===== src/rtl/afifo_drain_arbiter.sv =====
// afifo_drain_arbiter: round-robin burst drain of two async-FIFO read ports onto one valid/ready stream.
// Optional per-channel transfer and stall counters are enabled with AFIFO_DRAIN_ARBITER_STATS_EN.
module afifo_drain_arbiter #(
  parameter int Width    = 12,
  parameter int Burst    = 8,
  parameter int CntWidth = 16
) (
  input  logic                clk,
  input  logic                rst_n,
`ifdef AFIFO_DRAIN_ARBITER_STATS_EN
  input  logic                stats_clr,
  output logic [CntWidth-1:0] cnt0,
  output logic [CntWidth-1:0] cnt1,
  output logic [CntWidth-1:0] stall,
`endif
  input  logic [1:0]          en,
  input  logic                f0_rempty,
  input  logic [Width-1:0]    f0_rd,
  output logic                f0_r,
  input  logic                f1_rempty,
  input  logic [Width-1:0]    f1_rd,
  output logic                f1_r,
  output logic [Width-1:0]    q,
  output logic                q_src,
  output logic                q_valid,
  input  logic                q_ready,
  output logic                busy
);
  localparam int CW = $clog2(Burst + 1);
  typedef enum logic [1:0] {IDLE, GRANT0, GRANT1} state_t;
  state_t        r_state, w_state_nx;
  logic          r_last;
  logic [CW-1:0] r_cnt;
  logic          w_el0, w_el1, w_xfer, w_done;
  assign w_el0  = en[0] & ~f0_rempty;
  assign w_el1  = en[1] & ~f1_rempty;
  assign w_xfer = q_valid & q_ready;
  assign w_done = w_xfer && (r_cnt + 1'b1 == CW'(Burst));
  assign f0_r   = (r_state == GRANT0) & w_xfer;
  assign f1_r   = (r_state == GRANT1) & w_xfer;
  assign busy   = r_state != IDLE;
  always_comb begin
    q          = '0;
    q_src      = 1'b0;
    q_valid    = 1'b0;
    w_state_nx = r_state;
    if (r_state == GRANT0) begin
      q       = f0_rd;
      q_valid = w_el0;
    end else if (r_state == GRANT1) begin
      q       = f1_rd;
      q_src   = 1'b1;
      q_valid = w_el1;
    end
    if (r_state == IDLE)
      w_state_nx = (w_el0 & w_el1) ? (r_last ? GRANT0 : GRANT1) :
                   w_el0 ? GRANT0 : w_el1 ? GRANT1 : IDLE;
    else if (!q_valid || w_done)
      w_state_nx = IDLE;
  end
  // last starts at 1 so ch0 wins the first tie after reset
  always_ff @(posedge clk or negedge rst_n) begin
    if (!rst_n) begin
      r_state <= IDLE;
      r_last  <= 1'b1;
      r_cnt   <= '0;
    end else begin
      r_state <= w_state_nx;
      if (r_state == IDLE && w_state_nx != IDLE) begin
        r_cnt  <= '0;
        r_last <= (w_state_nx == GRANT1);
      end else if (w_xfer) begin
        r_cnt <= r_cnt + 1'b1;
      end
    end
  end
`ifdef AFIFO_DRAIN_ARBITER_STATS_EN
  logic [CntWidth-1:0] r_cnt0, r_cnt1, r_stall;
  assign cnt0  = r_cnt0;
  assign cnt1  = r_cnt1;
  assign stall = r_stall;
  always_ff @(posedge clk or negedge rst_n) begin
    if (!rst_n) begin
      r_cnt0  <= '0;
      r_cnt1  <= '0;
      r_stall <= '0;
    end else if (stats_clr) begin
      r_cnt0  <= '0;
      r_cnt1  <= '0;
      r_stall <= '0;
    end else begin
      if (f0_r && ~&r_cnt0) r_cnt0 <= r_cnt0 + 1'b1;
      if (f1_r && ~&r_cnt1) r_cnt1 <= r_cnt1 + 1'b1;
      if (q_valid && !q_ready && ~&r_stall) r_stall <= r_stall + 1'b1;
    end
  end
`endif
endmodule

===== config.mk =====
export PLATFORM = sky130hd
export DESIGN_NAME = afifo_drain_arbiter
export DESIGN_NICKNAME = d
export VERILOG_FILES = /design/src/rtl/afifo_drain_arbiter.sv
export SDC_FILE = /design/constraint.sdc
export NUM_CORES = 1
export LEC_CHECK = 0
export CAP_MARGIN = 5
export CORE_MARGIN = 5
export CORE_UTILIZATION = 30
export CTS_CLUSTER_SIZE = 20
export DETAILED_ROUTE_END_ITERATION = 12
export PLACE_DENSITY = 0.77
export REMOVE_ABC_BUFFERS = 1
export SLEW_MARGIN = 20
export SYNTH_ARGS = -nofsm -noshare
export SYNTH_HDL_FRONTEND = slang
export SYNTH_SLANG_ARGS = --single-unit

===== constraint.sdc =====
create_clock -name clk -period 2.1 [get_ports clk]
set_clock_uncertainty 0.2 [all_clocks]
set_input_delay 0.63 -clock clk [delete_from_list [all_inputs] [get_ports clk]]
set_output_delay 0.63 -clock clk [all_outputs]
set_load 0.1 [all_outputs]

After elaboration in Yosys (flattened, before gate mapping)
Index checks and enable logic that the tools add are counted.
Widths: inputs -> output; s select.
{"block": "classes", "n_bitwise": 8, "reduce_logical": 8, "n_addsub": 1, "n_eq_ne": 4, "muxes": 14}
{"op": "$mux 12", "count": 2}
{"op": "$mux 2", "count": 6}
{"op": "$mux 4", "count": 2}
{"op": "$and 1x1->1", "count": 6}
{"op": "$reduce_bool 2->1", "count": 3}
{"op": "$add 4x1->4 const B", "count": 1}
{"op": "$eq 2x2->1 const B", "count": 2}
{"op": "$eq 4x4->1 const B", "count": 1}
{"op": "$mux 1", "count": 4}
{"op": "$eq 2x1->1 const B", "count": 1}
{"op": "$logic_and 1x1->1", "count": 2}
{"op": "$logic_not 2->1", "count": 1}
{"op": "$not 1->1", "count": 2}
{"op": "$logic_not 1->1", "count": 1}
{"op": "$logic_or 1x1->1", "count": 1}
{"block": "word_totals", "out_inout_bits": 17, "input_bits": 31, "ff_bits": 7}

Logic depth before layout (Yosys ltp)
Gate-level depths: netlist of the first run.
{"block": "depth", "word_depth": 12, "depth_mapped": 5}

Worst setup path after synthesis of the first run
Ideal clock, no wire load.
{"block": "synth_timing", "kind": "input -> output", "startpoint": "input f0_rempty", "endpoint": "output f0_r", "slack_ns": -0.779, "n_path_buf": 1, "required_time_ns": 1.270, "path_stages": 4, "t_arrival_ns": 2.049, "path_cell_list": "and4bb_1 -> or2_1 -> buf_6 -> and3_1"}
{"block": "synth_between", "elab_chain_len": 5}
{"element": "from (decl)", "line": "17", "rtl": "input logic f0_rempty,"}
{"element": "$not 1->1", "line": "35", "rtl": "assign w_el0 = en[0] & ~f0_rempty;"}
{"element": "$and 1x1->1", "line": "35"}
{"element": "$mux 1", "line": "47", "rtl": "if (r_state == GRANT0) begin"}
{"element": "named net q_valid", "line": "25", "rtl": "output logic q_valid,"}
{"element": "$and 1x1->1", "line": "37", "rtl": "assign w_xfer = q_valid & q_ready;"}
{"element": "$and 1x1->1", "line": "39", "rtl": "assign f0_r = (r_state == GRANT0) & w_xfer;"}
{"element": "to (decl)", "line": "19", "rtl": "output logic f0_r,"}
The timed path passes the listed nets, and every way through them passes these cells.

Worst setup path in the final report of the first run
{"block": "layout_timing", "startpoint": "input en[0]", "endpoint": "output f1_r"}
{"block": "layout_between", "elab_chain_len": 4}
{"element": "from (decl)", "line": "16", "rtl": "input logic [1:0] en,"}
{"element": "$and 1x1->1", "line": "35"}
{"element": "$mux 1", "line": "47"}
{"element": "$and 1x1->1", "line": "37"}
{"element": "$and 1x1->1", "line": "40", "rtl": "assign f1_r = (r_state == GRANT1) & w_xfer;"}
{"element": "to (decl)", "line": "22", "rtl": "output logic f1_r,"}
Every way passes these cells.

==> summary.txt, run 1 <==
RUN STATUS
------------------------------------------------------------------------------------
Status                                                                  finished with violations
Violations in the final reports                                         setup timing

LOGIC SYNTHESIS
------------------------------------------------------------------------------------
Proportion of netlist area held by the largest area contributor                27.3%
Largest area contributor in the netlist                                      dfrtp_1
Unique cell type count in the Yosys netlist                                       26
Mean instance size in the synthesized netlist                               9.18 µm²
Post-Syn Instances                                                                60
Post-synthesis instance area                                                 551 µm²
Sequential element share of the synthesized area                               32.0%
Synthesized flop and latch total                                                   7
Leading cell types by total area after synthesis                        dfrtp_1, a22o_1, nand3_1
Number of warnings reported in the yosys synthesis log                             0

FLOORPLANNING
------------------------------------------------------------------------------------
# IOs                                                                             48
Total Die Area                                                              2790 µm²
Starting utilization of the core area                                          31.9%
Vert. Die Dim                                                                52.8 µm
Die Width                                                                    52.8 µm
Number of rows created at floorplan                                               15
Area of the core region                                                     1730 µm²

GLOBAL ROUTE
------------------------------------------------------------------------------------
Overflow left after global routing                                                 0
Total Routing Usage GR                                                         18.5%
Pin count of the biggest net entering global routing                               9
Initial antenna violation count                                                    0
Routing usage on met1                                                          17.3%
GR met3 Demand/Resource                                                        4.27%
Global-route wire length before repair                                       3630 µm
Grt peak-use layer                                                              met2
Met2 layer usage reported by global route                                      39.0%
Via count of the first global-routing pass                                       731

SETUP PATH
------------------------------------------------------------------------------------
Reg-to-Reg End                                                              r_cnt[3]
Count of buffering cells on the critical path with inverters included              2
Crit path largest cell delay                                                  270 ps
CP arrival                                                                   1540 ps
End point of the critical path                                                  f1_r
Cell count along the critical path                                                 5
WP data required                                                             1270 ps
Family with the most delay on the worst path                            simple AND/OR/NAND/NOR gates
Slack of the worst reg-to-reg path                                            220 ps
Setup crit start kind                                                      input pin
Kind of critical path                                                      in -> out
Count of cells along the worst register-to-register path                           9
Critical Path Sink Type                                                 primary output
Reg2Reg Launch Point                                                      r_state[0]
Origin of the worst setup path                                                 en[0]
Maximum net fanout on the critical path                                            3
CP max-delay cell                                                              or2_4
Critical-path cell list                                                 buf_6, and4bb_1, or2_4, and3_4, buf_12

CLOCKING
------------------------------------------------------------------------------------
Clock tree root buffer cell                                                 clkbuf_4
TritonCTS clock tree                                                            done
Number of buffers created by CTS                                                   3
Max clock buf depth                                                                2
Clock-pin transition on the worst setup and hold timing paths                  60 ps
Clock net sink count                                                               7
H-tree levels                                                                      1
Clock insertion delay at the later pin of the skew report                     250 ps

PLACE
------------------------------------------------------------------------------------
PortBufs                                                                          47
Dpl hpwl                                                                     2070 µm
Placed cell area                                                            1290 µm²
Placed cells                                                                     141
GP Congestion                                                                  0.748

FINAL LAYOUT
------------------------------------------------------------------------------------
Share of cells above drive strength 1                                          42.4%
Number of diodes added for antenna fixing                                          0
Commonest cells after routing, fill and taps aside                      dlygate4sd2_1, buf_12, buf_4, a22o_1, buf_6
Area occupied by registers                                                   176 µm²
Final Net Count                                                                  159
Fill count                                                                       105
Post-layout utilization of the core                                            81.3%
Post-route standard cell area excluding fillers                             1400 µm²
Combined area of the multi-input logic cells                                 415 µm²
Area overhead of the layout relative to synthesis                               155%
Most common library cell in the layout ignoring fill and taps           dlygate4sd2_1
Count of placed standard cells in the final layout, fillers left out             150

ROUTING
------------------------------------------------------------------------------------
Vias after detailed routing                                                      762
Wire length per cell                                                         18.3 µm
Number of iterations in the first detailed-routing pass                            4
Wirelength, routed                                                           2750 µm
DRC marker count from the first detailed-route iteration                          19
Number of remaining DRC errors                                                     0
Remaining antenna violation count                                                  0
Vias per cell                                                                   5.08

STA
------------------------------------------------------------------------------------
Unrepaired setup endpoints after global routing                                 true
Measured slew at the worst slew-check pin                                     485 ps
Number of slew-limit violations in the final report                                0
Worst Slack Setup Final                                                      -268 ps
Final count of negative-setup-slack endpoints                                     16
Final hold vios                                                                    0
Final critical delay including setup and external delays                     2370 ps
Remaining max-slew budget at the tightest pin                                  67.3%
Peak clock frequency supported by timing                                     422 MHz
Final total negative setup slack                                            -3410 ps
Final clock period utilization by the worst path                                113%

POWER
------------------------------------------------------------------------------------
Worst IR Drop VDD                                                             591 µV
Total power after layout                                                    0.862 mW
Pwr Density                                                               614 nW/µm²
Cell leakage power                                                          0.696 nW

FLOW RUN
------------------------------------------------------------------------------------
Max-cap violation count                                                            0

WORST HOLD PATH
------------------------------------------------------------------------------------
Type of the tightest min-delay check                                      reg -> reg

registers in the layout (all words and copies together), names as in the netlist:
signal and cells:
r_cnt 4, r_last 1, r_state 2
report_power, final:
group	internal [mW]	switching, mW
clock network	0.0725	0.0485
registers	0.154	0.0155
logic	0.232	0.339
cell type report:
type,instances,area share [%]
Inverter,1,0.267
Sequential cell,7,12.6
Multi-Input combinational cell,49,29.6
Timing Repair Buffer,64,53.5
Tap cell,25,2.23
Clock buffer,4,1.87
worst min path at each step:
stage / from / endpoint / slack (ps) / depth (start not counted)
2_1_floorplan: rst_n / r_cnt[0] / 130 / 0
3_3_place_gp: r_last / r_last / 290 / 2
3_5_place_dp: r_last / r_last / 290 / 2
4_1_cts: r_cnt[3] / r_cnt[3] / 310 / 1
5_1_grt: r_cnt[3] / r_cnt[3] / 320 / 1
6_report: r_cnt[3] / r_cnt[3] / 320 / 1
synthesized netlist by cell type (all sizes together):
| master | number |
|---|---|
| xnor2 | 1 |
| and2b | 1 |
| clkbuf | 1 |
| a21oi | 1 |
| and3 | 2 |
| o21a | 1 |
| nor2b | 4 |
| nand3 | 6 |
| o21ai | 4 |
| o2bb2ai | 1 |
| a21o | 1 |
| o31ai | 1 |
| dfrtp | 6 |
| and4bb | 2 |
| xor2 | 1 |
| dfstp | 1 |
| a22o | 12 |
| ha | 2 |
| o211ai | 1 |
| nand2 | 5 |
| mux2i | 1 |
| buf | 2 |
| inv | 1 |
| or2 | 1 |
| nor2 | 1 |
metal layers:
layer / part of all wire [%] / up-vias
met5: 0 / -
li1: - / 363
met2: 64 / 16
met1: 33 / 381
met3: 2.3 / 2
met4: 0.87 / 0
logic make-up after synthesis:
| logic type | count (synthesis) | synth area share (%) |
|---|---|---|
| xor+xnor | 2 | 3.18 |
| flops | 7 | 32.0 |
| simple gates | 22 | 23.4 |
| buf+inv | 4 | 4.32 |
| compound gates | 22 | 30.7 |
| fa+ha+maj | 2 | 4.54 |
| mux | 1 | 1.82 |
worst register-to-register path, cell delays in order, from the launching register on:
cell,delay (ps)
dfrtp_1,420
buf_4,150
buf_6,100
buf_4,130
nor2_4,90
buf_4,110
buf_4,100
o21ai_0,180
o211ai_1,160
o31ai_1,100
what timing repair did:
item | CTS | global route
setup buffers | 3 | 2
resized for setup | 52 | 8
endpoints found under the setup margin | 17 | 16
endpoints found under the hold margin | 0 | 0
pin swaps | 18 | 8
hold buffers | 0 | 0
through the flow:
| stage | hold WS (ps) | setup WS, ps |
|---|---|---|
| global route | 320 | -304 |
| detailed placement | 292 | -717 |
| finish | 315 | -268 |
| global placement | 292 | -674 |
| CTS | 309 | -248 |
| floorplan | 134 | -1910 |
No activity file was read; power rests on OpenSTA's default activity.
==> inputs of run 2 (changes only) <==
==> constraint.sdc (replaced) <==
create_clock -name clk -period 2.1 [get_ports clk]
set_clock_uncertainty 0.2 [all_clocks]
set_input_delay 0.42 -clock clk [delete_from_list [all_inputs] [get_ports clk]]
set_output_delay 0.42 -clock clk [all_outputs]
set_load 0.1 [all_outputs]
==> summary.txt, run 2 (synthesized netlist as in run 1, its figures left out) <==
ROUTING
------------------------------------------------------------------------------------
Vias after detailed routing                                                      713   was 762
Wirelength, routed                                                           2540 µm   was 2750 µm
Vias per cell                                                                   4.95   was 5.08
Number of remaining DRC errors                                                     0   unchanged
Remaining antenna violation count                                                  0   unchanged
DRC marker count from the first detailed-route iteration                           4   was 19
Number of iterations in the first detailed-routing pass                            4   unchanged
Wire length per cell                                                         17.7 µm   was 18.3 µm

STA
------------------------------------------------------------------------------------
Measured slew at the worst slew-check pin                                     481 ps   was 485 ps
Final hold vios                                                                    0   unchanged
Unrepaired setup endpoints after global routing                                 true   unchanged
Final critical delay including setup and external delays                     2140 ps   was 2370 ps
Remaining max-slew budget at the tightest pin                                  67.6%   was 67.3%
Peak clock frequency supported by timing                                     467 MHz   was 422 MHz
Final count of negative-setup-slack endpoints                                      4   was 16
Final total negative setup slack                                            -95.1 ps   was -3410 ps
Worst Slack Setup Final                                                     -39.2 ps   was -268 ps
Final clock period utilization by the worst path                                102%   was 113%
Number of slew-limit violations in the final report                                0   unchanged

GLOBAL ROUTE
------------------------------------------------------------------------------------
Global-route wire length before repair                                       3750 µm   was 3630 µm
Pin count of the biggest net entering global routing                               9   unchanged
Initial antenna violation count                                                    0   unchanged
Overflow left after global routing                                                 0   unchanged
Total Routing Usage GR                                                         19.0%   was 18.5%
Via count of the first global-routing pass                                       743   was 731

SETUP PATH
------------------------------------------------------------------------------------
Critical Path Sink Type                                                 primary output   unchanged
Reg-to-Reg End                                                            r_state[1]   was r_cnt[3]
Reg2Reg Launch Point                                                      r_state[0]   unchanged
CP arrival                                                                   1520 ps   was 1540 ps
Count of cells along the worst register-to-register path                           5   was 9
Crit path largest cell delay                                                  420 ps   was 270 ps
Count of buffering cells on the critical path with inverters included              1   was 2
End point of the critical path                                                  f0_r   was f1_r
Maximum net fanout on the critical path                                            5   was 3
Setup crit start kind                                                       register   was input pin
Cell count along the critical path                                                 4   was 5
Origin of the worst setup path                                            r_state[0]   was en[0]
Kind of critical path                                                     reg -> out   was in -> out
CP max-delay cell                                                            dfrtp_1   was or2_4
Family with the most delay on the worst path                            simple AND/OR/NAND/NOR gates   unchanged
Critical-path cell list                                                 and4bb_1, or2_4, and3_4, buf_12   was buf_6, and4bb_1, or2_4, and3_4, buf_12
Slack of the worst reg-to-reg path                                            380 ps   was 220 ps
WP data required                                                             1480 ps   was 1270 ps

CLOCKING
------------------------------------------------------------------------------------
H-tree levels                                                                      1   unchanged
Clock tree root buffer cell                                                 clkbuf_4   unchanged
TritonCTS clock tree                                                            done   unchanged
Clock-pin transition on the worst setup and hold timing paths                  50 ps   was 60 ps
Number of buffers created by CTS                                                   3   unchanged
Clock net sink count                                                               7   unchanged
Clock insertion delay at the later pin of the skew report                     240 ps   was 250 ps
Max clock buf depth                                                                2   unchanged

PLACE
------------------------------------------------------------------------------------
PortBufs                                                                          47   unchanged
GP Congestion                                                                  0.717   was 0.748
Dpl hpwl                                                                     2110 µm   was 2070 µm
Placed cells                                                                     136   was 141
Post-place setup slack                                                       -298 ps   was -717 ps

FINAL LAYOUT
------------------------------------------------------------------------------------
Fill count                                                                       116   was 105
Most common library cell in the layout ignoring fill and taps           clkdlybuf4s50_1   was dlygate4sd2_1
Count of placed standard cells in the final layout, fillers left out             144   was 150
Commonest cells after routing, fill and taps aside                      clkdlybuf4s50_1, buf_12, buf_4, a22o_1   was dlygate4sd2_1, buf_12, buf_4, a22o_1, buf_6
Number of diodes added for antenna fixing                                          0   unchanged
Largest register by flop count                                                 r_cnt   unchanged
Biggest registers after layout                                          r_cnt (4), r_state (2), r_last (1)   unchanged
Final Net Count                                                                  153   was 159
Share of cells above drive strength 1                                          34.5%   was 42.4%
Area overhead of the layout relative to synthesis                               148%   was 155%
Largest register FFs                                                               4   unchanged

FLOORPLANNING
------------------------------------------------------------------------------------
Starting utilization of the core area                                          31.9%   unchanged
Number of rows created at floorplan                                               15   unchanged
# IOs                                                                             48   unchanged
Total Die Area                                                              2790 µm²   unchanged
Die Width                                                                    52.8 µm   unchanged
Vert. Die Dim                                                                52.8 µm   unchanged
Area of the core region                                                     1730 µm²   unchanged

POWER
------------------------------------------------------------------------------------
Pwr Density                                                               615 nW/µm²   was 614 nW/µm²
Worst IR Drop VDD                                                             619 µV   was 591 µV
Cell leakage power                                                          0.624 nW   was 0.696 nW
Total power after layout                                                    0.840 mW   was 0.862 mW

RUN STATUS
------------------------------------------------------------------------------------
Violations in the final reports                                         setup timing   unchanged
Status                                                                  finished with violations   unchanged

WORST HOLD PATH
------------------------------------------------------------------------------------
Type of the tightest min-delay check                                     in -> async   was reg -> reg

FLOW RUN
------------------------------------------------------------------------------------
Max-cap violation count                                                            0   unchanged

[run 2: how the worst min path moves through the flow]
stage	cells after the start	to	startpoint	slack, ps
after floorplan	0	r_cnt[0]	rst_n	-80
after global placement	1	r_cnt[3]	r_cnt[3]	290
after detailed placement	1	r_cnt[3]	r_cnt[3]	300
after CTS	1	r_cnt[3]	rst_n	230
after global routing	1	r_state[1]	rst_n	240
final	1	r_cnt[3]	rst_n	230
[run 2: layout make-up]
cell class | count | area (µm²) | area share (%)
clock buffers | 4 | 26.3 | 1.92
inverters | 1 | 3.75 | 0.275
multi-input cells | 49 | 402 | 29.4
flip-flops and latches | 7 | 176 | 12.9
well taps | 25 | 31.3 | 2.29
repair buffers | 58 | 726 | 53.2
[run 2: power breakdown]
part	internal, mW	switching (mW)
registers	0.154	0.0154
logic	0.228	0.328
clock network	0.0721	0.0428
[run 2: metal layers]
layer / GRT usage, % / wire, µm
met3: 3.42 / 47
met2: 42.1 / 1660
met5: 0 / 0
met1: 17.1 / 772
met4: 2.55 / 60
[run 2: timing repair]
item | CTS | global route
endpoints found under the setup margin | 6 | 15
pin swaps | 5 | 11
hold buffers | 0 | 0
setup buffers | 3 | 1
gates resized for setup | 6 | 9
[run 2: per-stage QoR]
stage | hold slack [ps] | util [%] | instance area [µm²]
floorplan | -75.6 | - | 531
global placement | 290 | 72.7 | 1250
detailed placement | 295 | 72.7 | 1250
CTS | 233 | 75.8 | 1310
global route | 235 | 79.1 | 1370
finish | 230 | 79.1 | 1370
